[config.mk]
export PLATFORM = sky130hd
export DESIGN_NAME = tinker_exec_ctrl
export DESIGN_NICKNAME = d
export VERILOG_FILES = /design/src/rtl/tinker_pkg.sv /design/src/rtl/tinker_op_classify.sv /design/src/rtl/tinker_exec_ctrl.sv
export SDC_FILE = /design/constraint.sdc
export NUM_CORES = 1
export LEC_CHECK = 0
export ABC_AREA = 1
export CORE_AREA = 2 2 267 269
export DETAILED_ROUTE_END_ITERATION = 16
export DIE_AREA = 0 0 269 271
export PLACE_DENSITY = 0.56
export SYNTH_ARGS = -nofsm -noshare
export SYNTH_HDL_FRONTEND = slang
export SYNTH_SLANG_ARGS = --single-unit
[constraint.sdc]
create_clock -name clk -period 2 [get_ports clk]
set_input_delay 0.3 -clock clk [delete_from_list [all_inputs] [get_ports clk]]
set_output_delay 0.3 -clock clk [all_outputs]
set_load 0.02 [all_outputs]
[src/rtl/tinker_pkg.sv]
// rtl/tinker_pkg.sv - Tinker execute-sequencer opcodes, field positions, states and decode helpers.
package tinker_pkg;

    localparam logic [4:0] OP_AND    = 5'b00000;
    localparam logic [4:0] OP_OR     = 5'b00001;
    localparam logic [4:0] OP_XOR    = 5'b00010;
    localparam logic [4:0] OP_NOT    = 5'b00011;
    localparam logic [4:0] OP_SHFTR  = 5'b00100;
    localparam logic [4:0] OP_SHFTL  = 5'b00110;
    localparam logic [4:0] OP_MOV_RR = 5'b10001;
    localparam logic [4:0] OP_MOV_L  = 5'b10010;
    localparam logic [4:0] OP_ADDF   = 5'b10100;
    localparam logic [4:0] OP_SUBF   = 5'b10101;
    localparam logic [4:0] OP_MULF   = 5'b10110;
    localparam logic [4:0] OP_DIVF   = 5'b10111;
    localparam logic [4:0] OP_ADD    = 5'b11000;
    localparam logic [4:0] OP_SUB    = 5'b11010;
    localparam logic [4:0] OP_MUL    = 5'b11100;
    localparam logic [4:0] OP_DIV    = 5'b11101;

    localparam int OPC_MSB = 31;
    localparam int OPC_LSB = 27;
    localparam int RD_MSB  = 26;
    localparam int RD_LSB  = 22;
    localparam int RS_MSB  = 21;
    localparam int RS_LSB  = 17;
    localparam int RT_MSB  = 16;
    localparam int RT_LSB  = 12;
    localparam int LIT_MSB = 11;
    localparam int LIT_LSB = 0;

    typedef enum logic [2:0] {
        ST_IDLE,
        ST_READ,
        ST_EXEC,
        ST_FWAIT,
        ST_WB
    } state_e;

    typedef enum logic [1:0] {
        CLS_ALU,
        CLS_FPU,
        CLS_ILLEGAL
    } op_class_e;

    function automatic logic is_fpu_op(input logic [4:0] opcode);
        return opcode inside {OP_ADDF, OP_SUBF, OP_MULF, OP_DIVF};
    endfunction

    function automatic logic is_legal_op(input logic [4:0] opcode);
        return is_fpu_op(opcode) ||
               (opcode inside {OP_AND, OP_OR, OP_XOR, OP_NOT, OP_SHFTR, OP_SHFTL,
                               OP_MOV_RR, OP_MOV_L, OP_ADD, OP_SUB, OP_MUL, OP_DIV});
    endfunction

endpackage

[src/rtl/tinker_op_classify.sv]
// rtl/tinker_op_classify.sv - Combinational opcode decode into ALU, FPU or illegal class.
module tinker_op_classify
    import tinker_pkg::*;
(
    input  logic [4:0] opcode,
    output op_class_e  op_class
);

    always_comb begin
        op_class = CLS_ILLEGAL;
        if (is_fpu_op(opcode)) begin
            op_class = CLS_FPU;
        end else if (is_legal_op(opcode)) begin
            op_class = CLS_ALU;
        end
    end

endmodule

[src/rtl/tinker_exec_ctrl.sv]
// rtl/tinker_exec_ctrl.sv - Single-issue execute sequencer: read, ALU/FPU dispatch, writeback.
module tinker_exec_ctrl
    import tinker_pkg::*;
#(
    parameter int FPU_TIMEOUT = 64,
    parameter int CNT_W       = 32
) (
    input  logic             clk,
    input  logic             reset,
    input  logic             instr_valid,
    output logic             instr_ready,
    input  logic [31:0]      instr,
    output logic [4:0]       rf_rs_addr,
    output logic [4:0]       rf_rt_addr,
    input  logic [63:0]      rf_rs_data,
    input  logic [63:0]      rf_rt_data,
    output logic [4:0]       alu_opcode,
    output logic [63:0]      alu_op_a,
    output logic [63:0]      alu_op_b,
    output logic [11:0]      alu_lit,
    input  logic [63:0]      alu_result,
    output logic             fpu_start,
    output logic [4:0]       fpu_opcode,
    output logic [63:0]      fpu_op_a,
    output logic [63:0]      fpu_op_b,
    input  logic             fpu_done,
    input  logic [63:0]      fpu_result,
    output logic             rf_we,
    output logic [4:0]       rf_waddr,
    output logic [63:0]      rf_wdata,
    output logic             illegal_op,
    output logic             fpu_timeout,
    output logic [CNT_W-1:0] retired
);

    localparam int TO_W = $clog2(FPU_TIMEOUT + 1);

    state_e           state_q, state_d;
    logic [31:0]      ir_q, ir_d;
    logic [4:0]       rs_addr_q, rs_addr_d, rt_addr_q, rt_addr_d;
    logic [4:0]       alu_opcode_q, alu_opcode_d;
    logic [63:0]      alu_op_a_q, alu_op_a_d, alu_op_b_q, alu_op_b_d;
    logic [11:0]      alu_lit_q, alu_lit_d;
    logic             fpu_start_q, fpu_start_d;
    logic [4:0]       fpu_opcode_q, fpu_opcode_d;
    logic [63:0]      fpu_op_a_q, fpu_op_a_d, fpu_op_b_q, fpu_op_b_d;
    logic             rf_we_q, rf_we_d;
    logic [4:0]       rf_waddr_q, rf_waddr_d;
    logic [63:0]      rf_wdata_q, rf_wdata_d;
    logic             illegal_q, illegal_d;
    logic             timeout_q, timeout_d;
    logic [CNT_W-1:0] retired_q, retired_d;
    logic [TO_W-1:0]  to_cnt_q, to_cnt_d;
    logic [TO_W-1:0]  to_cnt_inc;
    op_class_e        op_class;

    tinker_op_classify u_classify (
        .opcode   (ir_q[OPC_MSB:OPC_LSB]),
        .op_class (op_class)
    );

    assign to_cnt_inc = to_cnt_q + TO_W'(1);

    always_comb begin
        state_d      = state_q;
        ir_d         = ir_q;
        rs_addr_d    = rs_addr_q;
        rt_addr_d    = rt_addr_q;
        alu_opcode_d = alu_opcode_q;
        alu_op_a_d   = alu_op_a_q;
        alu_op_b_d   = alu_op_b_q;
        alu_lit_d    = alu_lit_q;
        fpu_start_d  = 1'b0;
        fpu_opcode_d = fpu_opcode_q;
        fpu_op_a_d   = fpu_op_a_q;
        fpu_op_b_d   = fpu_op_b_q;
        rf_we_d      = 1'b0;
        rf_waddr_d   = rf_waddr_q;
        rf_wdata_d   = rf_wdata_q;
        illegal_d    = 1'b0;
        timeout_d    = 1'b0;
        retired_d    = retired_q;
        to_cnt_d     = to_cnt_q;

        // Registered outputs are loaded on the transition into the state that presents them.
        case (state_q)
            ST_IDLE: begin
                if (instr_valid) begin
                    ir_d      = instr;
                    rs_addr_d = instr[RS_MSB:RS_LSB];
                    rt_addr_d = instr[RT_MSB:RT_LSB];
                    state_d   = ST_READ;
                end
            end
            ST_READ: begin
                case (op_class)
                    CLS_ALU: begin
                        alu_opcode_d = ir_q[OPC_MSB:OPC_LSB];
                        alu_op_a_d   = rf_rs_data;
                        alu_op_b_d   = rf_rt_data;
                        alu_lit_d    = ir_q[LIT_MSB:LIT_LSB];
                        state_d      = ST_EXEC;
                    end
                    CLS_FPU: begin
                        fpu_opcode_d = ir_q[OPC_MSB:OPC_LSB];
                        fpu_op_a_d   = rf_rs_data;
                        fpu_op_b_d   = rf_rt_data;
                        fpu_start_d  = 1'b1;
                        state_d      = ST_EXEC;
                    end
                    default: begin
                        illegal_d = 1'b1;
                        state_d   = ST_IDLE;
                    end
                endcase
            end
            ST_EXEC: begin
                if (op_class == CLS_ALU) begin
                    rf_we_d    = 1'b1;
                    rf_waddr_d = ir_q[RD_MSB:RD_LSB];
                    rf_wdata_d = alu_result;
                    state_d    = ST_WB;
                end else begin
                    to_cnt_d = '0;
                    state_d  = ST_FWAIT;
                end
            end
            ST_FWAIT: begin
                to_cnt_d = to_cnt_inc;
                // A result arriving on the last allowed cycle still beats the timeout.
                if (fpu_done) begin
                    rf_we_d    = 1'b1;
                    rf_waddr_d = ir_q[RD_MSB:RD_LSB];
                    rf_wdata_d = fpu_result;
                    state_d    = ST_WB;
                end else if (to_cnt_inc >= TO_W'(FPU_TIMEOUT)) begin
                    timeout_d = 1'b1;
                    state_d   = ST_IDLE;
                end
            end
            ST_WB: begin
                retired_d = retired_q + CNT_W'(1);
                state_d   = ST_IDLE;
            end
            default: state_d = ST_IDLE;
        endcase
    end

    always_ff @(posedge clk) begin
        if (reset) begin
            state_q      <= ST_IDLE;
            ir_q         <= '0;
            rs_addr_q    <= '0;
            rt_addr_q    <= '0;
            alu_opcode_q <= '0;
            alu_op_a_q   <= '0;
            alu_op_b_q   <= '0;
            alu_lit_q    <= '0;
            fpu_start_q  <= 1'b0;
            fpu_opcode_q <= '0;
            fpu_op_a_q   <= '0;
            fpu_op_b_q   <= '0;
            rf_we_q      <= 1'b0;
            rf_waddr_q   <= '0;
            rf_wdata_q   <= '0;
            illegal_q    <= 1'b0;
            timeout_q    <= 1'b0;
            retired_q    <= '0;
            to_cnt_q     <= '0;
        end else begin
            state_q      <= state_d;
            ir_q         <= ir_d;
            rs_addr_q    <= rs_addr_d;
            rt_addr_q    <= rt_addr_d;
            alu_opcode_q <= alu_opcode_d;
            alu_op_a_q   <= alu_op_a_d;
            alu_op_b_q   <= alu_op_b_d;
            alu_lit_q    <= alu_lit_d;
            fpu_start_q  <= fpu_start_d;
            fpu_opcode_q <= fpu_opcode_d;
            fpu_op_a_q   <= fpu_op_a_d;
            fpu_op_b_q   <= fpu_op_b_d;
            rf_we_q      <= rf_we_d;
            rf_waddr_q   <= rf_waddr_d;
            rf_wdata_q   <= rf_wdata_d;
            illegal_q    <= illegal_d;
            timeout_q    <= timeout_d;
            retired_q    <= retired_d;
            to_cnt_q     <= to_cnt_d;
        end
    end

    assign instr_ready = (state_q == ST_IDLE);
    assign rf_rs_addr  = rs_addr_q;
    assign rf_rt_addr  = rt_addr_q;
    assign alu_opcode  = alu_opcode_q;
    assign alu_op_a    = alu_op_a_q;
    assign alu_op_b    = alu_op_b_q;
    assign alu_lit     = alu_lit_q;
    assign fpu_start   = fpu_start_q;
    assign fpu_opcode  = fpu_opcode_q;
    assign fpu_op_a    = fpu_op_a_q;
    assign fpu_op_b    = fpu_op_b_q;
    assign rf_we       = rf_we_q;
    assign rf_waddr    = rf_waddr_q;
    assign rf_wdata    = rf_wdata_q;
    assign illegal_op  = illegal_q;
    assign fpu_timeout = timeout_q;
    assign retired     = retired_q;

endmodule
==> results of run 1 <==
-- metal layers --
metal  global-route usage [%]  routed length (um)
met4                     6.20                1910
met2                     29.5               31400
met3                     6.97                6850
met1                     20.0               26900
met5                        0                   0
-- flip-flops by register name (all words and copies together), names as in the netlist, 7 cells and up --
name      flops
alu_op_b     64
ir_q         32
rf_wdata     64
alu_op_a     64
alu_lit      12
fpu_op_b     64
retired      32
fpu_op_a     64
to_cnt_q      7
-- power groups by stage --
| stage | clock, uW | sequential (uW) | combinational [uW] |
|---|---|---|---|
| 5_1_grt | 9820 | 10300 | 8500 |
| 3_5_place_dp | 0 | 10400 | 7910 |
| 6_report | 9180 | 10200 | 7800 |
| 4_1_cts | 9500 | 10200 | 7910 |
| 3_3_place_gp | 0 | 10300 | 7920 |
| 2_1_floorplan | 0 | 11600 | 2710 |
-- worst min-delay path by stage --
stage	from	to	slack [ns]	depth (start not counted)
after floorplan	fpu_done	fpu_timeout	0.38	1
after global placement	fpu_opcode[3]	fpu_opcode[3]	0.43	2
after detailed placement	fpu_opcode[3]	fpu_opcode[3]	0.43	2
after CTS	reset	rf_wdata[35]	0.15	4
after global routing	reset	rf_wdata[35]	0.17	4
final	reset	rf_wdata[35]	0.18	4
-- final cells by class --
type                    instances  area (sq um)
clock inverters                17           239
clock buffers                  70          1400
inverters                      59           234
multi-input cells            1688          7270
diodes                          8          20.0
repair buffers                749          7580
flip-flops and latches        425          8510
well taps                     940          1180
fillers                      7406         43400
-- through the flow --
stage / total power [uW] / utilization (%)
floorplan: 14300 / -
global placement: 18300 / 35.5
detailed placement: 18300 / 35.5
CTS: 27600 / 37.8
global route: 28700 / 37.9
finish: 27200 / 37.9
-- synthesized netlist by cell type --
cell type / n
nor2_1: 764
dfxtp_1: 425
nand2_1: 408
o21ai_0: 297
clkbuf_1: 95
nand3b_1: 71
a21oi_1: 56
nand3_1: 56
inv_1: 52
buf_2: 39
buf_4: 16
nand4_1: 14
buf_1: 12
nor3_1: 9
inv_2: 5
xor2_1: 3
ha_1: 2
nor4_1: 2
a21boi_2: 1
and2_1: 1
buf_6: 1
clkinv_1: 1
inv_4: 1
nand3_2: 1
nor2_2: 1
nor3_2: 1
o21a_1: 1
-- worst register-to-register path, cell delays in order (launching register included) --
cell and delay [ns]:
dfxtp_1 0.40, inv_2 0.08, nand2_1 0.06, nand3_1 0.07, nand2_1 0.12, nand3_2 0.16
nand2_4 0.13, buf_12 0.20, buf_12 0.25, o21ai_0 0.14, nor2_1 0.13
-- cells by family after synthesis --
family          Yosys count  synth area share [%]
xor+xnor                  3                 0.157
simple gates           1328                  32.3
fa+ha+maj                 2                 0.150
compound gates          355                  10.7
buf+inv                 222                  5.71
flops                   425                  51.0
-- layout by cell type, fill, tap and decap left out, drive strengths merged --
cell type      instances
clkinv                10
nand3                 57
clkdlybuf4s15          1
nor3                  10
nor4                   2
o21a                   1
a21boi                 1
nand2                408
buf                   66
o21ai                297
ha                     2
clkbuf                70
nor2                 765
dlygate4sd2           30
a21oi                 56
clkdlybuf4s50        643
inv                   62
bufinv                 4
dlymetal6s2s           9
xor2                   3
nand4                 14
diode                  8
dfxtp                425
and2                   1
nand3b                71
-- repair_timing --
action	CTS	global route
gates cloned	0	0
gates resized for setup	31	14
setup endpoints to repair	31	13
==> run metrics, run 1 <==
hpwl dp=49.3 mm; Syn-to-layout area delta=58.3%; Synth top area share=51.0%; initial core utilization=23.9%; Critical Path End=fpu_op_b[9]; Die W=269 um; Syn Std Cell Area=16700 sq um; worst skew pair latency=0.59 ns; Clock Pin Slew Worst Setup and Hold Paths=0.06 ns; Initial DRC Count=792; Pre-antenna DRT Iters=4; RR Endpoint=alu_op_a[54]; Net Switching=8680 uW; crit-path max cell delay=0.68 ns; cell count after synthesis=2335; max cap viols=0; Rel. slew slack=66.8%; Data required, critical path=1.70 ns; # DRC=0; WP buf/inv=1; worst reg2reg startpoint=ir_q[27]; largest cells by area after synthesis=dfxtp_1 51%, nor2_1 17%, nand2_1 9.2%, o21ai_0 8.9%, nand3b_1 3.2%; Crit path depth=1; Syn Nets=2629; layout cells sized above 1=5.29%; Reg2Reg Setup Slack=0.21 ns; Post-CTS Setup Bufs=0; highest clock rate=520 MHz; Critical path origin=fpu_op_b[9]; Post-CTS Hold Fix Bufs=0; Yosys reg bits=425; vias in the first global route=16.3k; post-synthesis sequential area ratio=51.0%; fin cells=3956; Vias per Instance=4.27; final hold violation count=0; area leader, netlist=dfxtp_1; final worst slack=0.0787 ns; post-route ant nets=0; first-pass GRT wire length=99.2 mm; Post-Syn Area per Cell=7.15 sq um; Critical-path top delay cell=clkdlybuf4s50_1; final net count=3267; Worst-Margin Slew=0.497 ns; Switching Share=31.9%; RSZ-0062 raised after global routing=no; Final Setup Violations=0; YS warnings=0; LEAKAGE=0.0111 uW; Hold WC Path Type=primary input to register; Gate power share=28.7%; clock skew=0.0146 ns; crit path capture type=output pin; WL final=67.1 mm; CTS Buf Count=50; Row Count=97; largest net degree at the start of global routing=72; GPL Wtd Cong=0.827; crit start category=register; peak supply drop=0.747 mV; Die Height=271 um; H-Tree Depth=2; CTS tree=yes; Flop pwr share=37.5%; grt ovf=0; CP Max Fanout=2; worst hold margin=0.180 ns; CP Class=register to output pin; final count of pins violating max slew=0; core area=69800 sq um; post-place setup slack=0.198 ns; Pint=18500 uW; critical path's top delay family=buffers and inverters; Buffers on Ports=685; Distinct cells, synth=27; overall global routing resource usage=17.6%; DR WL/cell=17.0 um; outcome=finished clean; arrival time worst endpoint=1.62 ns; PwrDens=1030 nW/um^2; Inst Count DP=3861; fin crit share=96.1%; clock share of power=33.8%; TNS Setup=0 ns; CTS sink count=425; R2R depth=10; Clock Tree Buf Depth=3; Placed Area=24800 sq um; initial antenna violation count=9; DIE AREA=72900 sq um; crit-path cells=clkdlybuf4s50_1; Period minus WS final=1.92 ns; Ports=686; clk root buf=clkbuf_16; Vias=16.9k; post-route cell area=26400 sq um
No activity file was read; power rests on OpenSTA's default activity.
==> run 2, diff against run 1 <==
--- a/config.mk
+++ b/config.mk
@@ -9,7 +9,7 @@
 export CORE_AREA = 2 2 267 269
 export DETAILED_ROUTE_END_ITERATION = 16
 export DIE_AREA = 0 0 269 271
-export PLACE_DENSITY = 0.56
+export PLACE_DENSITY_LB_ADDON = 0.1
 export SYNTH_ARGS = -nofsm -noshare
 export SYNTH_HDL_FRONTEND = slang
 export SYNTH_SLANG_ARGS = --single-unit
==> run 2 against run 1 <==
Net effect:
- clock skew is 0.019 ns higher
- global-route usage increased by 1.0 points
- sequential share of layout area unchanged
- clock-buffer cell count is 3 higher
- die area stayed put
- critical path depth did not move
- maximum frequency decreased by 1.9%
- setup slack lost 0.038 ns
- wire length is 4.5% higher
==> run metrics, run 2 (same netlist as run 1, synthesis figures left out) <==
outcome=finished clean; grt ovf=0; final count of pins violating max slew=0; most common cell after layout, fill and taps aside=nor2_1; worst skew pair latency=0.60 ns; crit-path max cell delay=0.72 ns; crit start category=register; DIE AREA=72900 sq um; CTS tree=yes; WL final=70.1 mm; Buffers on Ports=685; final core utilization=37.9%; Final Setup Violations=0; Net Switching=8760 uW; Clock Tree Buf Depth=3; CP Max Fanout=2; Gate power share=28.8%; post-route ant nets=0; Row Count=97; clock share of power=33.9%; core area=69800 sq um; Vias per Instance=4.33; Pre-antenna DRT Iters=5; CTS sink count=425; Placed Area=24700 sq um; vias in the first global route=16.6k; sequential standard cell area=8510 sq um; Inst Count DP=3850; Filler Cell Count=7240; Hold WC Path Type=primary input to register; most frequent cells in the layout=763 x nor2_1, 643 x clkdlybuf4s50_1, 425 x dfxtp_1; initial antenna violation count=10; CTS Buf Count=51; DR WL/cell=17.8 um; # DRC=0; TNS Setup=0 ns; fin cells=3945; Die W=269 um; layout cells sized above 1=5.20%; crit-path cells=clkdlybuf4s50_1; RSZ-0062 raised after global routing=yes; arrival time worst endpoint=1.66 ns; Design Power=27400 uW; crit path capture type=output pin; hpwl dp=51.7 mm; area of the multi-input gates=7260 sq um; Post-CTS Hold Fix Bufs=0; Syn-to-layout area delta=58.3%; fin crit share=97.9%; Ports=686; initial core utilization=23.9%; CP Class=register to output pin; Pint=18600 uW; highest clock rate=510 MHz; Die Height=271 um; Worst-Margin Slew=0.683 ns; peak supply drop=0.519 mV; WP buf/inv=1; LEAKAGE=0.0110 uW; Flop pwr share=37.3%; Data required, critical path=1.70 ns; clock skew=0.0332 ns; max cap viols=0; critical path's top delay family=buffers and inverters; PwrDens=1040 nW/um^2; Rel. slew slack=54.4%; overall global routing resource usage=18.6%; H-Tree Depth=2; Initial DRC Count=847; Vias=17.1k; first-pass GRT wire length=104 mm; Clock Pin Slew Worst Setup and Hold Paths=0.06 ns; GPL Wtd Cong=0.862; final net count=3258; Switching Share=32.0%; clk root buf=clkbuf_16; final hold violation count=0; largest net degree at the start of global routing=74; Critical-path top delay cell=clkdlybuf4s50_1; post-route cell area=26400 sq um; Period minus WS final=1.96 ns
run 2: cell count changes in the layout (fill, tap and decap cells not counted), sizes merged:
cell,delta
buf,-10
clkbuf,+4
dlygate4sd2,+3
dlymetal6s2s,-3
bufinv,-2
clkdlybuf4s15,-1
diode,-1
inv,-1
run 2: worst paths after layout:
check,from,to,slack (ns),cells after the start
max,alu_op_a[59],alu_op_a[59],0.04,1
min,reset,rf_waddr[3],0.23,4
max reg2reg,ir_q[28],rf_wdata[13],0.20,10
min reg2reg,fpu_opcode[3],fpu_opcode[3],0.45,2
run 2: power groups by stage:
stage	Combinational [uW]	Sequential, uW	Clock [uW]
after global placement	7970	10300	0
after floorplan	2710	11600	0
final	7890	10200	9260
after CTS	8000	10200	9630
after detailed placement	8010	10400	0
after global routing	8620	10400	9930
run 2: stage by stage:
stage | hold slack (ns) | setup slack [ns]
2_1_floorplan | 0.376 | 0.273
3_3_place_gp | 0.433 | 0.128
3_5_place_dp | 0.444 | 0.184
4_1_cts | 0.225 | 0.00472
5_1_grt | 0.247 | -0.00362
6_report | 0.234 | 0.0410
run 2: metal layers:
metal | routed length [um] | GRT usage [%] | part of all wire (%) | up-vias
met5 | 35 | 0 | 0.050 | -
met4 | 2370 | 6.54 | 3.4 | 6
met3 | 6190 | 6.60 | 8.8 | 111
met2 | 33800 | 32.1 | 48 | 534
met1 | 27700 | 20.9 | 40 | 7740
li1 | - | - | - | 8679
run 2: final cells by class:
type,instances,area share (%)
flip-flops and latches,425,32.2
repair buffers,739,28.6
multi-input cells,1688,27.5
clock buffers,73,5.75
well taps,940,4.45
inverters,59,0.886
clock inverters,14,0.568
diodes,7,0.0663
run 2: worst min-delay path, stage by stage:
cell and delay (ns):
buf_2 0.14, inv_8 0.15, nand2_1 0.12, nor2_1 0.03
run 2: repair_timing:
item,in CTS,in global routing
pin swaps,0,0
endpoints found under the hold margin,0,0
setup buffers,0,1
resized for setup,35,10
setup endpoints to repair,34,26
